===== src/rtl/log_arb_pkg.sv =====
// Shared state encoding, framing characters and counter width for the log arbiter.
package log_arb_pkg;

    typedef enum logic [1:0] {
        ST_IDLE,
        ST_FWD,
        ST_DRAIN,
        ST_SAMPLE
    } arb_state_t;

    localparam logic [7:0] SOM_CHAR = 8'h5E;  // '^'
    localparam logic [7:0] EOM_CHAR = 8'h23;  // '#'
    localparam int         CNT_W    = 8;

endpackage


===== src/rtl/log_arb_sat_cnt.sv =====
// Statistics counter that sticks at its maximum value instead of wrapping.
module log_arb_sat_cnt
    import log_arb_pkg::*;
(
    input  logic             clk,
    input  logic             reset,
    input  logic             inc,
    output logic [CNT_W-1:0] count
);

    always_ff @(posedge clk or posedge reset) begin
        if (reset) begin
            count <= '0;
        end else if (inc && (count != {CNT_W{1'b1}})) begin
            count <= count + CNT_W'(1);
        end
    end

endmodule


===== src/rtl/log_arbiter.sv =====
// Arbitrates two log-character sources onto one cpu_checker stream and
// collects the checker verdict plus error/abort statistics per message.
module log_arbiter
    import log_arb_pkg::*;
#(
    parameter int         MAX_LEN   = 64,
    parameter logic [7:0] IDLE_CHAR = 8'h00
) (
    input  logic             clk,
    input  logic             reset,
    input  logic [7:0]       src0_char,
    input  logic             src0_valid,
    output logic             src0_ready,
    input  logic [7:0]       src1_char,
    input  logic             src1_valid,
    output logic             src1_ready,
    output logic [7:0]       out_char,
    output logic             grant_busy,
    output logic             grant_id,
    input  logic [1:0]       chk_format,
    input  logic [3:0]       chk_error,
    output logic             res_valid,
    output logic             res_src,
    output logic [1:0]       res_format,
    output logic [3:0]       res_error,
    output logic [CNT_W-1:0] err_cnt0,
    output logic [CNT_W-1:0] err_cnt1,
    output logic [CNT_W-1:0] abort_cnt
);

    localparam int LEN_W = $clog2(MAX_LEN + 1);

    arb_state_t       state, state_next;
    logic [LEN_W-1:0] len, len_next, len_inc;
    logic [7:0]       out_next, fwd_char;
    logic             last_grant, last_next, grant_next;
    logic             som0, som1, take0, take1, fwd_valid;
    logic             rdy0, rdy1;
    logic             abort_inc, res_load, err0_inc, err1_inc;

    assign som0 = src0_valid && (src0_char == SOM_CHAR);
    assign som1 = src1_valid && (src1_char == SOM_CHAR);

    // On a '^' collision the source that was not granted last wins.
    assign take0 = som0 && (!som1 || last_grant);
    assign take1 = som1 && (!som0 || !last_grant);

    assign fwd_char  = grant_id ? src1_char : src0_char;
    assign fwd_valid = grant_id ? src1_valid : src0_valid;
    assign len_inc   = len + LEN_W'(1);

    always_comb begin
        state_next = state;
        len_next   = len;
        out_next   = IDLE_CHAR;
        grant_next = grant_id;
        last_next  = last_grant;
        rdy0       = 1'b0;
        rdy1       = 1'b0;
        abort_inc  = 1'b0;
        res_load   = 1'b0;
        case (state)
            ST_IDLE: begin
                rdy0 = src0_valid && !(som0 && take1);
                rdy1 = src1_valid && !(som1 && take0);
                if (take0 || take1) begin
                    state_next = ST_FWD;
                    out_next   = SOM_CHAR;
                    len_next   = LEN_W'(1);
                    grant_next = take1;
                    last_next  = take1;
                end
            end
            ST_FWD: begin
                rdy0 = !grant_id;
                rdy1 = grant_id;
                if (fwd_valid) begin
                    out_next = fwd_char;
                    if (fwd_char == EOM_CHAR) begin
                        state_next = ST_DRAIN;
                    end else if (fwd_char == SOM_CHAR) begin
                        len_next = LEN_W'(1);
                    end else begin
                        len_next = len_inc;
                        if (len_inc == LEN_W'(MAX_LEN)) begin
                            state_next = ST_DRAIN;
                            abort_inc  = 1'b1;
                        end
                    end
                end
            end
            ST_DRAIN: begin
                state_next = ST_SAMPLE;
            end
            ST_SAMPLE: begin
                state_next = ST_IDLE;
                res_load   = 1'b1;
            end
            default: begin
                state_next = ST_IDLE;
            end
        endcase
    end

    assign src0_ready = rdy0 && !reset;
    assign src1_ready = rdy1 && !reset;
    assign grant_busy = (state != ST_IDLE);

    always_ff @(posedge clk or posedge reset) begin
        if (reset) begin
            state <= ST_IDLE;
        end else begin
            state <= state_next;
        end
    end

    // The checker verdict is captured during SAMPLE and presented one cycle later.
    always_ff @(posedge clk or posedge reset) begin
        if (reset) begin
            out_char   <= IDLE_CHAR;
            len        <= '0;
            grant_id   <= 1'b0;
            last_grant <= 1'b1;
            res_valid  <= 1'b0;
            res_src    <= 1'b0;
            res_format <= 2'b00;
            res_error  <= 4'b0000;
        end else begin
            out_char   <= out_next;
            len        <= len_next;
            grant_id   <= grant_next;
            last_grant <= last_next;
            res_valid  <= res_load;
            if (res_load) begin
                res_src    <= grant_id;
                res_format <= chk_format;
                res_error  <= chk_error;
            end
        end
    end

    assign err0_inc = res_load && (chk_error != 4'd0) && !grant_id;
    assign err1_inc = res_load && (chk_error != 4'd0) && grant_id;

    log_arb_sat_cnt u_err_cnt0 (
        .clk   (clk),
        .reset (reset),
        .inc   (err0_inc),
        .count (err_cnt0)
    );

    log_arb_sat_cnt u_err_cnt1 (
        .clk   (clk),
        .reset (reset),
        .inc   (err1_inc),
        .count (err_cnt1)
    );

    log_arb_sat_cnt u_abort_cnt (
        .clk   (clk),
        .reset (reset),
        .inc   (abort_inc),
        .count (abort_cnt)
    );

endmodule

===== config.mk =====
export PLATFORM = sky130hd
export DESIGN_NAME = log_arbiter
export DESIGN_NICKNAME = d
export VERILOG_FILES = /design/src/rtl/log_arb_pkg.sv /design/src/rtl/log_arb_sat_cnt.sv /design/src/rtl/log_arbiter.sv
export SDC_FILE = /design/constraint.sdc
export NUM_CORES = 1
export LEC_CHECK = 0
export BUFFER_PORTS_ARGS = -buffer_cell sky130_fd_sc_hd__buf_4
export CELL_PAD_IN_SITES_DETAIL_PLACEMENT = 2
export CELL_PAD_IN_SITES_GLOBAL_PLACEMENT = 2
export CORE_MARGIN = 2
export CORE_UTILIZATION = 35
export CTS_CLUSTER_DIAMETER = 120
export DETAILED_ROUTE_END_ITERATION = 8
export PLACE_DENSITY_LB_ADDON = 0.2
export SYNTH_ARGS = -nofsm -noshare
export SYNTH_HDL_FRONTEND = slang
export SYNTH_SLANG_ARGS = --single-unit

===== constraint.sdc =====
create_clock -name clk -period 4.4 [get_ports clk]
set_input_delay 0.66 -clock clk [delete_from_list [all_inputs] [get_ports clk]]
set_output_delay 0.66 -clock clk [all_outputs]
set_load 0.05 [all_outputs]

==> results.sh, run 1 <==
export IMPL_place_area_um2=3260
export IMPL_hold_buffers=0
export IMPL_clk_path_buf_depth=2
export IMPL_power_leakage_nw=1.59
export IMPL_synthMuxAreaShare_pct=9.36
export IMPL_synthAdderAreaFrac_pct=4.23
export IMPL_min_period_over_period_pct=65.2
export IMPL_netlist_instances=243
export IMPL_place_gp_congestion=0.727
export IMPL_skew_ns=0.00641
export IMPL_synth_top_family_by_area="simple AND/OR/NAND/NOR gates"
export IMPL_crit_required_ns=4.60
export IMPL_final_nets=347
export IMPL_cts_inserted_buffers=5
export IMPL_grt_pass1_vias=2395
export IMPL_powerDensity_nw_per_um2=557
export IMPL_root_buffer="clkbuf_8"
export IMPL_clk_pin_slew_worst_paths_ns=0.10
export IMPL_setup_violations=0
export IMPL_grt_max_degree=52
export IMPL_areaGrowthSynthToFinish_pct=26.8
export IMPL_row_count=31
export IMPL_crit_slowest_cell="dfrtp_1"
export IMPL_cp_start_kind="register"
export IMPL_drive_gt1_share_pct=31.6
export IMPL_yosys_most_used_dff="dfrtp_1"
export IMPL_avgRoutedWirePerCell_um=18.3
export IMPL_grt_overflow=0
export IMPL_antenna_left=0
export IMPL_dp_hpwl_mm=5.61
export IMPL_yosys_warnings=0
export IMPL_cts_setup_buffers=0
export IMPL_tightest_slew_ns=0.806
export IMPL_synth_simple_gate_area_share_pct=18.9
export IMPL_clkLatencyLatePin_ns=0.31
export IMPL_status="finished, final reports clean"
export IMPL_setup_tns_ns=0
export IMPL_synthArstFlopShare_pct=100
export IMPL_cap_violations=0
export IMPL_first_pass_iters=4
export IMPL_min_period_ns=2.87
export IMPL_die_w_um=91.2
export IMPL_synth_edff_count=0
export IMPL_grt_setup_unrepaired="no"
export IMPL_yosysSeqAreaShare_pct=48.0
export IMPL_yosys_top_cells_count="50 x dfrtp_1, 20 x nor2_1, 18 x nand2_1"
export IMPL_initial_core_util_pct=36.5
export IMPL_drcViolationCount=0
export IMPL_coreArea_um2=7290
export IMPL_slew_headroom_pct=46.2
export IMPL_syn_nets=278
export IMPL_drtIter0Drc=63
export IMPL_synth_seq_cells=51
export IMPL_synth_compound_area_share_pct=8.23
export IMPL_diodes=0
export IMPL_ys_types=55
export IMPL_path_class="reg -> reg"
export IMPL_slew_viol_final=0
export IMPL_synth_area_leaders="dfrtp_1 47%, xnor2_1 4.9%, ha_1 4.2%, mux2i_1 4.1%, mux2_2 3.4%"
export IMPL_cp_cell_sequence="mux2i_1, nand2b_1, o21ba_1, o21ai_2, nor4_1, a211o_1"
export IMPL_cts_sinks=51
export IMPL_final_hold_viol_count=0
export IMPL_post_cts_resized=0
export IMPL_dr_total_vias=2150
export IMPL_crit_arrival_ns=3.07
export IMPL_fmax_ghz=0.349
export IMPL_die_y_um=91.2
export IMPL_drt_wl_total_mm=7.56
export IMPL_max_stage_delay_ns=0.88
export IMPL_synthesis_area_um2=2660
export IMPL_io_buffers=69
export IMPL_yosysTopAreaCellShare_pct=47.0
export IMPL_critPathCaptureType="register"
export IMPL_dieArea_um2=8320
export IMPL_avgSynthCellArea_um2=11.0
export IMPL_num_io_pins=70
export IMPL_post_synth_top_count_cell="dfrtp_1"
export IMPL_viasPerCell=5.22
export IMPL_yosys_area_top_type="dfrtp_1"
export IMPL_track_usage_pct=19.4
export IMPL_fin_area_um2=3370
export IMPL_antenna_found_initial=0
export IMPL_grt_first_pass_wirelength_mm=12.9
export IMPL_cts_tree="done"
export IMPL_path_max_fanout=19
export IMPL_irDropWorstVdd_v=0.000208
export IMPL_min_path_type="reg -> reg"
export IMPL_synth_xor_area_share_pct=7.85
export IMPL_cts_max_level=2
[worst max-delay path: cells and delay by family, from the launching register on]
| kind | cells | cell delay, ns |
|---|---|---|
| DFF | 1 | 0.88 |
| AOI/OAI and AO/OA | 3 | 1.12 |
| muxes | 1 | 0.32 |
| and+or+nand+nor | 2 | 0.43 |
[cell usage in the layout, fill, tap and decap left out, drive strengths merged, types with 6 or more instances in the layout]
master,Yosys,routed
and3,6,6
xnor2,16,16
mux2,12,12
nand4,10,10
o21ai,14,14
buf,6,70
nand2,18,18
mux2i,11,11
ha,9,9
nand3,14,14
inv,10,11
dfrtp,50,50
nor2,20,20
xor2,7,7
[final timing paths]
kind	endpoint	cells past startpoint	slack, ns	startpoint
setup reg to reg	len[3]	6	1.53	grant_id
max in group asynchronous	res_valid	3	3.41	reset
setup / recovery	len[3]	6	1.53	grant_id
hold reg to reg	u_err_cnt1.count[6]	1	0.51	u_err_cnt1.count[6]
hold / removal	u_err_cnt1.count[6]	1	0.51	u_err_cnt1.count[6]
min in group asynchronous	u_err_cnt1.count[0]	3	0.53	reset
[area by class of cell]
| class | instances | area [µm²] |
|---|---|---|
| clock buffers | 5 | 68.8 |
| repair buffers | 70 | 526 |
| well taps | 99 | 124 |
| fillers | 797 | 3920 |
| clock inverters | 3 | 46.3 |
| flip-flops and latches | 51 | 1280 |
| multi-input cells | 174 | 1290 |
| inverters | 10 | 37.5 |
[registers in the layout, summed over array words and instances (netlist names), 2 cells and up]
name,cells
len,7
u_abort_cnt.count,8
res_format,2
u_err_cnt0.count,8
state,2
res_error,4
out_char,8
u_err_cnt1.count,8
[report_power, final]
part	leakage [nW]	internal, mW	switching (mW)
sequential	0.659	0.568	0.102
clock	0.0548	0.172	0.171
combinational	0.873	0.294	0.573
total	1.59	1.03	0.845
[cells by family (layout without fill, tap and decap cells)]
family,Yosys count,in the layout
buffers and inverters,18,88
DFF,51,51
and+or+nand+nor,89,89
xor gates and xnor gates,23,23
muxes,23,23
AOI/OAI and AO/OA,30,30
adders and majority gates,9,9
[per-layer routing]
metal / vias to the layer above / wire length [µm] / global-route usage (%)
met2: 43 / 4050 / 35.4
met1: 1090 / 3180 / 24.2
li1: 1013 / - / -
met5: - / 0 / 0
met4: 0 / 55 / 3.79
met3: 4 / 273 / 3.24
[stage by stage]
stage / hold slack [ns] / setup WS, ns / utilization [%] / power, mW / cells
global placement: 0.483 / 1.65 / 44.7 / 1.50 / 404
global route: 0.545 / 1.29 / 46.3 / 1.99 / 412
floorplan: 0.476 / 1.73 / - / 1.28 / 243
finish: 0.506 / 1.53 / 46.3 / 1.88 / 412
detailed placement: 0.496 / 1.55 / 44.7 / 1.55 / 404
CTS: 0.513 / 1.54 / 46.3 / 1.91 / 412
(Power assumes the default switching activity.)
==> run 2: changes to the inputs <==
CORE_UTILIZATION = 33   (was 35)
clock period = 2.85 ns   (was 4.4 ns; I/O delays follow)
==> results.sh, run 2 (synthesis results as in run 1) <==
export IMPL_dp_hpwl_mm=5.56
export IMPL_slew_headroom_pct=55.5
export IMPL_setup_violations=0
export IMPL_critPathCaptureType="register"
export IMPL_cap_violations=0
export IMPL_cp_cell_sequence="ha_1, nor3_1, a31oi_1, or3b_4, nor4_4, and3_4, mux2_1"
export IMPL_place_gp_congestion=0.803
export IMPL_die_w_um=93.8
export IMPL_fmax_ghz=0.405
export IMPL_min_period_over_period_pct=86.6
export IMPL_antenna_found_initial=0
export IMPL_cts_max_level=2
export IMPL_powerDensity_nw_per_um2=857
export IMPL_min_period_ns=2.47
export IMPL_grt_setup_unrepaired="no"
export IMPL_areaGrowthSynthToFinish_pct=28.7
export IMPL_diodes=0
export IMPL_hold_buffers=0
export IMPL_grt_overflow=0
export IMPL_viasPerCell=5.11
export IMPL_max_stage_delay_ns=0.43
export IMPL_final_common_cell="buf_4"
export IMPL_grt_max_degree=31
export IMPL_num_io_pins=70
export IMPL_layout_common_cells="77 x buf_4, 50 x dfrtp_1, 20 x nor2_1"
export IMPL_track_usage_pct=17.5
export IMPL_skew_ns=0.00599
export IMPL_clkLatencyLatePin_ns=0.31
export IMPL_status="finished, final reports clean"
export IMPL_final_nets=354
export IMPL_multiInputGateArea_um2=1290
export IMPL_root_buffer="clkbuf_8"
export IMPL_cts_tree="done"
export IMPL_drtIter0Drc=59
export IMPL_drcViolationCount=0
export IMPL_grt_pass1_vias=2311
export IMPL_irDropWorstVdd_v=0.000274
export IMPL_slew_viol_final=0
export IMPL_die_y_um=93.8
export IMPL_first_pass_iters=4
export IMPL_crit_slowest_cell="dfrtp_1"
export IMPL_setup_tns_ns=0
export IMPL_crit_required_ns=3.05
export IMPL_fillCellCount=882
export IMPL_row_count=32
export IMPL_dr_total_vias=2157
export IMPL_coreArea_um2=7770
export IMPL_antenna_left=0
export IMPL_cp_start_kind="register"
export IMPL_path_class="reg -> reg"
export IMPL_tightest_slew_ns=0.666
export IMPL_cts_sinks=51
export IMPL_min_path_type="in -> async"
export IMPL_seq_area_um2=1280
export IMPL_cts_inserted_buffers=5
export IMPL_post_cts_resized=0
export IMPL_clk_path_buf_depth=2
export IMPL_io_buffers=69
export IMPL_cts_setup_buffers=0
export IMPL_clk_pin_slew_worst_paths_ns=0.10
export IMPL_path_max_fanout=8
export IMPL_final_hold_viol_count=0
export IMPL_dieArea_um2=8800
export IMPL_avgRoutedWirePerCell_um=17.0
export IMPL_grt_first_pass_wirelength_mm=12.1
export IMPL_hold_ws_ns=0.221
export IMPL_crit_arrival_ns=2.67
export IMPL_drive_gt1_share_pct=32.8
export IMPL_initial_core_util_pct=34.3
export IMPL_drt_wl_total_mm=7.19
export IMPL_power_leakage_nw=1.62
==> run 2: cell types whose count changed in the layout (fill, tap and decap cells not counted), sizes merged <==
cell	change
buf	+7
clkbuf	+1
inv	-1
==> run 2: metal layers <==
| metal | track usage [%] | part of all wire [%] |
|---|---|---|
| met4 | 5.31 | 1.2 |
| met1 | 22.6 | 45 |
| met2 | 30.6 | 51 |
| met3 | 2.33 | 3.0 |
| met5 | 0 | 0 |
==> run 2: layout make-up <==
cell class                      count  share of cell area [%]
Timing Repair Buffer               77                    16.9
Sequential cell                    51                    37.3
Clock inverter                      2                    1.10
Multi-Input combinational cell    174                    37.8
Tap cell                          102                    3.73
Clock buffer                        6                    2.12
Inverter                           10                    1.10
==> run 2: path summary, 6_finish.rpt <==
check / startpoint / end / slack, ns / cells after the start
worst max-delay path: len[0] / u_abort_cnt.count[1] / 0.38 / 7
worst min-delay path: reset / u_err_cnt1.count[0] / 0.22 / 2
worst max register to register: len[0] / u_abort_cnt.count[1] / 0.38 / 7
worst min register to register: u_err_cnt1.count[6] / u_err_cnt1.count[6] / 0.51 / 1
max in group asynchronous: reset / res_error[1] / 2.00 / 3
min in group clk: chk_format[1] / res_format[1] / 0.34 / 2
==> run 2: where the power goes <==
part / internal [mW] / total [mW] / leakage [nW] / switching [mW]
logic: 0.498 / 1.38 / 0.906 / 0.884
registers: 0.876 / 1.03 / 0.659 / 0.152
clock network: 0.263 / 0.523 / 0.0514 / 0.260
total: 1.64 / 2.93 / 1.62 / 1.30
==> run 2: critical path: cells and delay by family, from the launching register on <==
family          cells  cell delay, ns
compound gates      1            0.06
fa+ha+maj           1            0.28
flops               1            0.43
mux                 1            0.31
simple gates        4            1.27
==> run 2: stage by stage <==
step	worst slack [ns]	utilization (%)	cell area, µm²	cells	power [mW]
after floorplan	0.410	-	2660	243	1.98
after global placement	0.493	42.7	3310	414	2.39
after detailed placement	0.387	42.7	3310	414	2.44
after CTS	0.385	44.1	3420	422	2.97
after global routing	0.196	44.1	3420	422	3.11
final	0.383	44.1	3420	422	2.93
